### src/rtl/gray_seq_gen.sv
// Up/down Gray-code sequence generator: a binary counter whose registered Gray
// and binary views change together, with optional saturation at the range ends.
module gray_seq_gen #(
  parameter int DATA_WIDTH = 4,
  parameter bit SATURATE   = 1'b0
) (
  input  logic                  clk,
  input  logic                  reset,
  input  logic                  en,
  input  logic                  dir,
  input  logic                  load,
  input  logic [DATA_WIDTH-1:0] load_val,
  output logic [DATA_WIDTH-1:0] dout,
  output logic [DATA_WIDTH-1:0] bin_out,
  output logic                  wrap,
  output logic                  at_limit
);

  localparam logic [DATA_WIDTH-1:0] CNT_MAX = '1;
  localparam logic [DATA_WIDTH-1:0] CNT_ONE = DATA_WIDTH'(1);

  logic [DATA_WIDTH-1:0] cnt_q, cnt_d;
  logic [DATA_WIDTH-1:0] dout_q;
  logic [DATA_WIDTH-1:0] load_bin;
  logic                  wrap_q, wrap_d;
  logic                  at_max, at_zero;

  assign at_max   = (cnt_q == CNT_MAX);
  assign at_zero  = (cnt_q == '0);
  assign at_limit = dir ? at_zero : at_max;

  // Gray-to-binary: bit i is the parity of every Gray bit at or above i.
  always_comb begin
    for (int i = 0; i < DATA_WIDTH; i++) begin
      load_bin[i] = ^(load_val >> i);
    end
  end

  always_comb begin
    // NOTE: defaults first so every path assigns both outputs and no latch is inferred.
    cnt_d  = cnt_q;
    wrap_d = 1'b0;
    if (load) begin
      cnt_d = load_bin;
    end else if (en) begin
      if (!dir) begin
        if (!at_max) begin
          cnt_d = cnt_q + CNT_ONE;
        end else if (!SATURATE) begin
          cnt_d  = '0;
          wrap_d = 1'b1;
        end
      end else begin
        if (!at_zero) begin
          cnt_d = cnt_q - CNT_ONE;
        end else if (!SATURATE) begin
          cnt_d  = CNT_MAX;
          wrap_d = 1'b1;
        end
      end
    end
  end

  // The Gray view is registered from the next count so dout and bin_out move together.
  always_ff @(posedge clk) begin
    // NOTE: non-blocking assignments keep every flop sampling pre-edge values.
    if (reset) begin
      cnt_q  <= '0;
      dout_q <= '0;
      wrap_q <= 1'b0;
    end else begin
      cnt_q  <= cnt_d;
      dout_q <= cnt_d ^ (cnt_d >> 1);
      wrap_q <= wrap_d;
    end
  end

  assign dout    = dout_q;
  assign bin_out = cnt_q;
  assign wrap    = wrap_q;

endmodule

### config.mk
export PLATFORM = sky130hd
export DESIGN_NAME = gray_seq_gen
export DESIGN_NICKNAME = d
export VERILOG_FILES = /design/src/rtl/gray_seq_gen.sv
export SDC_FILE = /design/constraint.sdc
export NUM_CORES = 1
export LEC_CHECK = 0
export CAP_MARGIN = 5
export CORE_MARGIN = 3
export CORE_UTILIZATION = 37
export DETAILED_ROUTE_END_ITERATION = 16
export PLACE_DENSITY = 0.79
export REMOVE_ABC_BUFFERS = 1
export SYNTH_ARGS = -nofsm -noshare
export SYNTH_HDL_FRONTEND = slang
export SYNTH_SLANG_ARGS = --single-unit
### constraint.sdc
create_clock -name clk -period 1.6 [get_ports clk]
set_input_delay 0.16 -clock clk [delete_from_list [all_inputs] [get_ports clk]]
set_output_delay 0.16 -clock clk [all_outputs]
set_load 0.01 [all_outputs]
# After elaboration in Yosys (flattened, before gate mapping)
# Index checks and enable logic that the tools add are counted.
dict set report classes {
  addsub 2
  eq_ne 1
  mux 9
  bitwise 2
  n_reduce_logical 6
}
# op n
set op_table {}
lappend op_table {{2-to-1 mux 4 bit} 5}
lappend op_table {{XOR reduction 4 bit} 4}
lappend op_table {{adder 4 x 1 -> 4 bit, second input constant} 1}
lappend op_table {{equality test 4 bit, second input constant} 1}
lappend op_table {{zero test 4 bit} 1}
lappend op_table {{2-to-1 mux 1 bit} 4}
lappend op_table {{subtractor 4 x 1 -> 4 bit, second input constant} 1}
lappend op_table {{XOR 4 x 3 -> 4 bit} 1}
lappend op_table {{OR reduction 3 bit} 1}
lappend op_table {{NOT 1 bit} 1}
dict set report word_totals {
  register_bits 9
  in_bits 9
}

# Depth between registers and ports, before layout
# Gate-level depths: netlist (run 1).
dict set report logic_depth {
  word_depth 6
  ltp_mapped 7
  ltp_nobuf 7
}

# Worst setup path after synthesis (run 1)
# Ideal clock, no wire load.
dict set report synth_timing {
  path_type {flip-flop to flip-flop}
  startpoint {register cnt_q[0], in the netlist bin_out[0]}
  endpoint {register dout_q[2], in the netlist dout[2]}
  t_arrival_ns 1.732
  path_slack_ns -0.253
  path_stages_with_launch 8
  path_buffers 0
  cell_sequence {dfxtp_1 > inv_1 > ha_1 > mux2_2 > a211o_1 > nand3_1 > nor2_1 > mux2_2}
}
dict set report synth_via {
  elab_chain_cells 6
}
# item line
set synth_rtl {}
lappend synth_rtl {{from (decl)} 22} ;# logic [DATA_WIDTH-1:0] cnt_q, cnt_d;
lappend synth_rtl {{from (signal assigned)} 72} ;# cnt_q <= cnt_d;
lappend synth_rtl {{adder 4 x 1 -> 4 bit, or another cell as far along} 48} ;# cnt_d = cnt_q + CNT_ONE;
lappend synth_rtl {{2-to-1 mux 4 bit, on equally long branches} {47, 54}}
lappend synth_rtl {{2-to-1 mux 4 bit *} 46} ;# if (!dir) begin
lappend synth_rtl {{2-to-1 mux 4 bit *} 45} ;# end else if (en) begin
lappend synth_rtl {{2-to-1 mux 4 bit *} 43} ;# if (load) begin
lappend synth_rtl {{XOR 4 x 3 -> 4 bit *} 73} ;# dout_q <= cnt_d ^ (cnt_d >> 1);
lappend synth_rtl {{to (signal assigned)} 73}
lappend synth_rtl {{to (decl)} 23} ;# logic [DATA_WIDTH-1:0] dout_q;
# Every way passes the cells marked *; elsewhere a longest branch is shown, timed or not.
# A chain may end at the register's enable or synchronous reset.

# Final worst setup path (run 1)
dict set report layout_timing {
  startpoint {register cnt_q[0], in the netlist bin_out[0]}
  endpoint {register dout_q[0], in the netlist dout[0]}
}
dict set report layout_via {
  elab_chain_cells 6
}
# item line
set layout_rtl {}
lappend layout_rtl {{adder 4 x 1 -> 4 bit, or another cell as far along} 48}
lappend layout_rtl {{2-to-1 mux 4 bit, on equally long branches} {47, 54}}
lappend layout_rtl {{2-to-1 mux 4 bit} 46}
lappend layout_rtl {{2-to-1 mux 4 bit *} 45}
lappend layout_rtl {{2-to-1 mux 4 bit *} 43}
lappend layout_rtl {{XOR 4 x 3 -> 4 bit *} 73}
# Marks and branches as above.

==> results.sh, run 1 <==
export IMPL_status="finished, violations left"
export IMPL_violations_in_the_final_reports="setup timing"
export IMPL_cts_root_buf="sky130_fd_sc_hd__clkbuf_4"
export IMPL_async_flop_share_pct=0
export IMPL_detail_route_wirelength_mm=1.347
export IMPL_max_cap_violations=0
export IMPL_use_met1_pct=17.54
export IMPL_finalHoldViolations=0
export IMPL_die_height_um=43.24
export IMPL_detailedPlace_worstSlack_ns=-0.4098
export IMPL_finalCriticalPeriod_ns=1.722
export IMPL_ctsHtreeMaxLevel=1
export IMPL_path_delay_family="simple AND/OR/NAND/NOR gates"
export IMPL_grt_busiest_layer="met2"
export IMPL_setup_worst_path_start_class="register"
export IMPL_detail_route_wl_per_cell_um=12.95
export IMPL_timing_critical_path_to_type="register"
export IMPL_start_util_pct=42.71
export IMPL_via_count_of_the_first_global_routing_pass=566
export IMPL_cts_hold_fix_buffers=0
export IMPL_setup_viol=3
export IMPL_synth_enable_flop_cells=0
export IMPL_post_cts_setup_buffer_count=0
export IMPL_cts_made_buffers=3
export IMPL_wire_length_of_the_first_global_routing_pass_mm=2.359
export IMPL_area_growth_pct=68.29
export IMPL_detail_route_vias_per_cell=5.260
export IMPL_drtPass1Iterations=4
export IMPL_final_antenna_net_count=0
export IMPL_worstHoldPathType="input port to register"
export IMPL_grt_start_max_net_pins=10
export IMPL_hold_slack_ns=0.4870
export IMPL_drc=0
export IMPL_finalCoreUtilization_pct=71.88
export IMPL_fin_nets=103
export IMPL_total_leakage_power_uw=0.0003786
export IMPL_area_of_the_die_um2=1869
export IMPL_fin_worst_skew_ns=0.001670
export IMPL_worst_ep_required_time_ns=1.75
export IMPL_path_max_fanout=4
export IMPL_io_pin_count=19
export IMPL_gp_routability_congestion=0.8165
export IMPL_chipWidth_um=43.24
export IMPL_synth_warning_count=0
export IMPL_cts_num_sinks=8
export IMPL_syn_inst=62
export IMPL_synth_commonest_cells="8 x sky130_fd_sc_hd__dfxtp_1, 8 x sky130_fd_sc_hd__nor2_1, 5 x sky130_fd_sc_hd__inv_1"
export IMPL_initialDrtViolationCount=3
export IMPL_n_antenna_cell=0
export IMPL_synthTopCellsByArea="sky130_fd_sc_hd__dfxtp_1 31%, sky130_fd_sc_hd__nor2_1 5.9%, sky130_fd_sc_hd__xor2_1 5.1%, sky130_fd_sc_hd__ha_1 4.9%, sky130_fd_sc_hd__mux2_2 4.4%"
export IMPL_place_port_buffers=18
export IMPL_power_density_nw_per_um2=792.3
export IMPL_relSlewSlack_pct=78.66
export IMPL_dp_hpwl_um=966
export IMPL_postSynthRegisterBits=8
export IMPL_setup_repair_after_global_routing_missed_its_margin="true"
export IMPL_final_period_utilization_pct=107.6
export IMPL_crit_path_top_delay_cell="sky130_fd_sc_hd__dfxtp_4"
export IMPL_floorplan_core_area_um2=1201
export IMPL_path_class="register to register"
export IMPL_syn_avg_cell_area_um2=8.274
export IMPL_slew_violations=0
export IMPL_grt_antenna_before_repair=0
export IMPL_vdd_drop_max_v=0.0005355
export IMPL_critPathArrivalTime_ns=1.87
export IMPL_worstSkewPairLatency_ns=0.26
export IMPL_clockBufferDepth=2
export IMPL_synth_area_leader_cell="sky130_fd_sc_hd__dfxtp_1"
export IMPL_groute_usage_overall_pct=17.01
export IMPL_max_clock_freq_mhz=580.9
export IMPL_slowest_delay_ns=0.36
export IMPL_final_critical_path_setup_slack_ns=-0.1216
export IMPL_gr_usage_met3_pct=8.475
export IMPL_grt_ovfl_total=0
export IMPL_routed_via_count=547
export IMPL_rows=12
export IMPL_drive_above_1_share_pct=37.78
export IMPL_tritoncts_clock_tree="yes"
export IMPL_path_clk_slew_ns=0.05
export IMPL_global_route_usage_met2_pct=29.50
export IMPL_synth_top_area_share_pct=31.22
export IMPL_cp_cell_sequence="ha_4, and3b_1, o21ai_1, a311oi_1, or3_4, mux2_4"
export IMPL_synth_cell_type_count=33
export IMPL_synth_top_flop_cell="sky130_fd_sc_hd__dfxtp_1"
export IMPL_synth_cell_area_um2=513.0
export IMPL_critical_path_n_buffers_inverters=0
export IMPL_proportion_of_synthesized_chip_area_in_sequential_cells_pct=31.22
export IMPL_worst_slew_pin_transition_ns=0.3197
per-layer routing:
metal	vias to the layer above	wire, µm
met3	2	101
li1	277	-
met4	0	17
met1	254	589
met5	-	0
met2	14	638
registers in the layout, summed over array words and instances (netlist names):
register / flops
bin_out: 4
wrap: 1
dout: 3
final timing paths:
kind                     from         end  slack [ns]  cells after the start
setup / recovery   bin_out[0]     dout[0]       -0.12                      6
hold / removal    load_val[2]  bin_out[2]        0.49                      4
setup reg to reg   bin_out[0]     dout[0]       -0.12                      6
hold reg to reg    bin_out[2]        wrap        0.68                      2
report_power, final:
group / switching, µW / internal (µW) / total, µW / leakage [µW]
Clock: 68.9 / 85.8 / 155 / 0.0000138
Combinational: 118 / 166 / 284 / 0.000297
Sequential: 21.9 / 224 / 245 / 0.0000679
stage by stage:
step                      TNS, ns  area, µm²  std cells  power [µW]
final                     -0.2349      863.3        104       684.0
after global routing      -0.4426      863.3        104       730.4
after CTS                 -0.2012      868.3        104       690.7
after detailed placement   -1.525      774.5        101       498.1
after global placement     -1.399      774.5        101       491.7
after floorplan           -0.5752      494.2         58       358.8
repair_timing:
item | 4_1_cts | 5_1_grt
pin swaps | 4 | 1
setup endpoints to repair | 6 | 6
resized for setup | 24 | 2
layout by cell type (no fill, tap or decap), types with 2 or more instances in the layout:
cell and n:
sky130_fd_sc_hd__nand2_1 3, sky130_fd_sc_hd__mux2_2 2, sky130_fd_sc_hd__clkbuf_4 3, sky130_fd_sc_hd__o21ai_1 2
sky130_fd_sc_hd__clkdlybuf4s50_1 15, sky130_fd_sc_hd__xor2_1 2, sky130_fd_sc_hd__dlygate4sd2_1 2, sky130_fd_sc_hd__inv_1 4
sky130_fd_sc_hd__dfxtp_1 5, sky130_fd_sc_hd__ha_4 2, sky130_fd_sc_hd__nor2_1 8, sky130_fd_sc_hd__dfxtp_4 2
sky130_fd_sc_hd__buf_4 11
cells by family (layout without fill, tap and decap cells):
group / count (synthesis) / after routing / synth area share [%]
AOI/OAI and AO/OA: 16 / 16 / 22.20
xor gates and xnor gates: 4 / 4 / 6.831
adders and majority gates: 2 / 2 / 4.877
buffers and inverters: 9 / 37 / 7.318
DFF: 8 / 8 / 31.22
muxes: 3 / 3 / 7.316
and+or+nand+nor: 20 / 20 / 20.25
final cells by class:
| cell class | instances | area, µm² |
|---|---|---|
| Inverter | 5 | 18.77 |
| Sequential cell | 8 | 168.9 |
| Multi-Input combinational cell | 45 | 380.4 |
| Timing Repair Buffer | 29 | 255.2 |
| Tap cell | 14 | 17.52 |
| Clock buffer | 3 | 22.52 |
| Fill cell | 93 | 337.8 |
worst min-delay path: cells and delay by family:
kind	cells	cell delay [ns]
AND/OR/NAND/NOR	1	0.09
AO/OA/AOI/OAI	1	0.11
buffers and inverters	1	0.24
XOR/XNOR	1	0.09
Note: power is estimated with default switching activity, not from simulation.
==> run 2, diff against run 1 <==
--- a/config.mk
+++ b/config.mk
@@ -11,6 +11,7 @@
 export DETAILED_ROUTE_END_ITERATION = 16
 export PLACE_DENSITY = 0.79
 export REMOVE_ABC_BUFFERS = 1
+export SETUP_SLACK_MARGIN = 0.1
 export SYNTH_ARGS = -nofsm -noshare
 export SYNTH_HDL_FRONTEND = slang
 export SYNTH_SLANG_ARGS = --single-unit
==> run 2 against run 1 <==
- the run still ends with setup timing left
- utilization up 3.5 points
- die area unchanged
- design area up 4.9%
- power up 3.3%
- critical path depth unchanged
- highest routed layer unchanged
==> results.sh, run 2 (synthesized netlist as in run 1, its figures left out) <==
export IMPL_status="finished, violations left"
export IMPL_violations_in_the_final_reports="setup timing"
export IMPL_final_period_utilization_pct=110.5
export IMPL_fillers=81
export IMPL_rrSetupSlack_ns=-0.17
export IMPL_fin_worst_skew_ns=0.0004689
export IMPL_initialDrtViolationCount=8
export IMPL_layout_commonest_cell="sky130_fd_sc_hd__clkdlybuf4s50_1"
export IMPL_finalCoreUtilization_pct=75.42
export IMPL_finalCriticalPeriod_ns=1.768
export IMPL_critPathArrivalTime_ns=1.91
export IMPL_power_share_sequential_pct=35.3
export IMPL_area_growth_pct=76.59
export IMPL_worstSkewPairLatency_ns=0.26
export IMPL_gp_routability_congestion=0.8165
export IMPL_hold_depth=4
export IMPL_die_height_um=43.24
export IMPL_max_cap_violations=0
export IMPL_grt_ovfl_total=0
export IMPL_final_antenna_net_count=0
export IMPL_mostFrequentLayoutCells="13 x sky130_fd_sc_hd__clkdlybuf4s50_1, 11 x sky130_fd_sc_hd__buf_4, 8 x sky130_fd_sc_hd__nor2_1"
export IMPL_finalSetupTns_ns=-0.2718
export IMPL_detail_route_wl_per_cell_um=15.21
export IMPL_drtPass1Iterations=4
export IMPL_setup_viol=3
export IMPL_grt_start_max_net_pins=10
export IMPL_floorplan_core_area_um2=1201
export IMPL_chipWidth_um=43.24
export IMPL_finalHoldViolations=0
export IMPL_worst_slew_pin_transition_ns=0.3459
export IMPL_timing_rr_end="dout[0]"
export IMPL_cts_hold_fix_buffers=0
export IMPL_dp_hpwl_um=966
export IMPL_ctsHtreeMaxLevel=1
export IMPL_worst_r2r_startpoint="bin_out[0]"
export IMPL_place_port_buffers=18
export IMPL_tritoncts_clock_tree="yes"
export IMPL_cts_made_buffers=3
export IMPL_n_antenna_cell=0
export IMPL_detail_route_wirelength_mm=1.582
export IMPL_worst_hold_startpoint="load_val[2]"
export IMPL_path_max_fanout=4
export IMPL_post_cts_setup_buffer_count=0
export IMPL_wire_length_of_the_first_global_routing_pass_mm=2.456
export IMPL_via_count_of_the_first_global_routing_pass=569
export IMPL_detailedPlace_worstSlack_ns=-0.4098
export IMPL_path_clk_slew_ns=0.05
export IMPL_path_class="register to register"
export IMPL_vdd_drop_max_v=0.0005564
export IMPL_slowest_delay_ns=0.36
export IMPL_start_util_pct=42.71
export IMPL_detail_route_vias_per_cell=5.462
export IMPL_max_clock_freq_mhz=565.5
export IMPL_cts_root_buf="sky130_fd_sc_hd__clkbuf_4"
export IMPL_clockBufferDepth=2
export IMPL_grt_antenna_before_repair=0
export IMPL_relSlewSlack_pct=76.86
export IMPL_hold_slack_ns=0.4992
export IMPL_crit_path_top_delay_cell="sky130_fd_sc_hd__dfxtp_4"
export IMPL_worst_ep_required_time_ns=1.75
export IMPL_path_delay_family="simple AND/OR/NAND/NOR gates"
export IMPL_final_critical_path_setup_slack_ns=-0.1685
export IMPL_cts_num_sinks=8
export IMPL_rows=12
export IMPL_fin_nets=103
export IMPL_p_switching_uw=223.3
export IMPL_slew_violations=0
export IMPL_sink_of_the_worst_hold_path="bin_out[2]"
export IMPL_cell_internal_pwr_uw=483.5
export IMPL_setup_worst_path_start_class="register"
export IMPL_total_leakage_power_uw=0.0004071
export IMPL_critical_path_n_buffers_inverters=0
export IMPL_io_pin_count=19
export IMPL_setup_repair_after_global_routing_missed_its_margin="true"
export IMPL_routed_via_count=568
export IMPL_number_of_flip_flops_under_the_largest_register_name=4
export IMPL_timing_critical_path_to_type="register"
export IMPL_power_density_nw_per_um2=780.2
export IMPL_gr_usage_met3_pct=8.475
export IMPL_combinationalPowerShare_pct=42.9
export IMPL_switching_share_pct=31.60
export IMPL_drive_above_1_share_pct=46.67
export IMPL_cp_cell_sequence="ha_4, and3b_1, o21ai_2, a311oi_2, or3_4, mux2_4"
export IMPL_drc=0
export IMPL_rr_worst_depth=6
export IMPL_grt_busiest_layer="met2"
export IMPL_groute_usage_overall_pct=17.98
export IMPL_p_clk_share_pct=21.9
export IMPL_worstHoldPathType="input port to register"
export IMPL_global_route_usage_met2_pct=33.04
export IMPL_use_met1_pct=17.38
export IMPL_area_of_the_die_um2=1869
run 2: repair_timing:
action | in CTS | in global routing
endpoints found under the setup margin | 9 | 11
pin swaps | 5 | 6
resized for setup | 26 | 11
run 2: layout make-up:
cell class / count / area (µm²) / area share, %
Clock buffer: 3 / 22.52 / 2.486
Inverter: 5 / 18.77 / 2.072
Multi-Input combinational cell: 45 / 416.7 / 45.99
Sequential cell: 8 / 170.2 / 18.78
Tap cell: 14 / 17.52 / 1.934
Timing Repair Buffer: 29 / 260.3 / 28.73
run 2: worst min-delay path, delay by kind of cell:
kind / cells / cell delay, ns
AOI/OAI and AO/OA: 1 / 0.11
buffers and inverters: 1 / 0.24
and+or+nand+nor: 1 / 0.11
xor gates and xnor gates: 1 / 0.09
run 2: worst max-delay path by stage:
| stage | cells after the start | to | slack (ns) | from |
|---|---|---|---|---|
| finish | 6 | dout[0] | -0.17 | bin_out[0] |
| global route | 6 | dout[0] | -0.24 | bin_out[0] |
| CTS | 6 | dout[0] | -0.10 | bin_out[0] |
| detailed placement | 6 | dout[0] | -0.41 | load_val[3] |
| global placement | 6 | dout[0] | -0.39 | load_val[3] |
| floorplan | 7 | dout[2] | -0.24 | bin_out[0] |
run 2: per-stage QoR:
| stage | instance area (µm²) | total power [µW] | cells |
|---|---|---|---|
| after floorplan | 494.2 | 358.8 | 58 |
| after global placement | 774.5 | 491.7 | 101 |
| after detailed placement | 774.5 | 498.1 | 101 |
| after CTS | 878.3 | 697.2 | 104 |
| after global routing | 905.9 | 749.7 | 104 |
| final | 905.9 | 706.8 | 104 |
run 2: per-layer routing:
metal | vias to the layer above | share of wire [%]
li1 | 278 | -
met1 | 263 | 38
met2 | 23 | 53
met3 | 4 | 7.3
met4 | 0 | 2.1
met5 | - | 0
run 2: power groups by stage:
stage / clock, µW / sequential (µW) / combinational [µW]
after floorplan: 0 / 257 / 102
after global placement: 0 / 243 / 248
after detailed placement: 0 / 244 / 254
after CTS: 162 / 246 / 290
after global routing: 172 / 253 / 325
final: 155 / 249 / 303
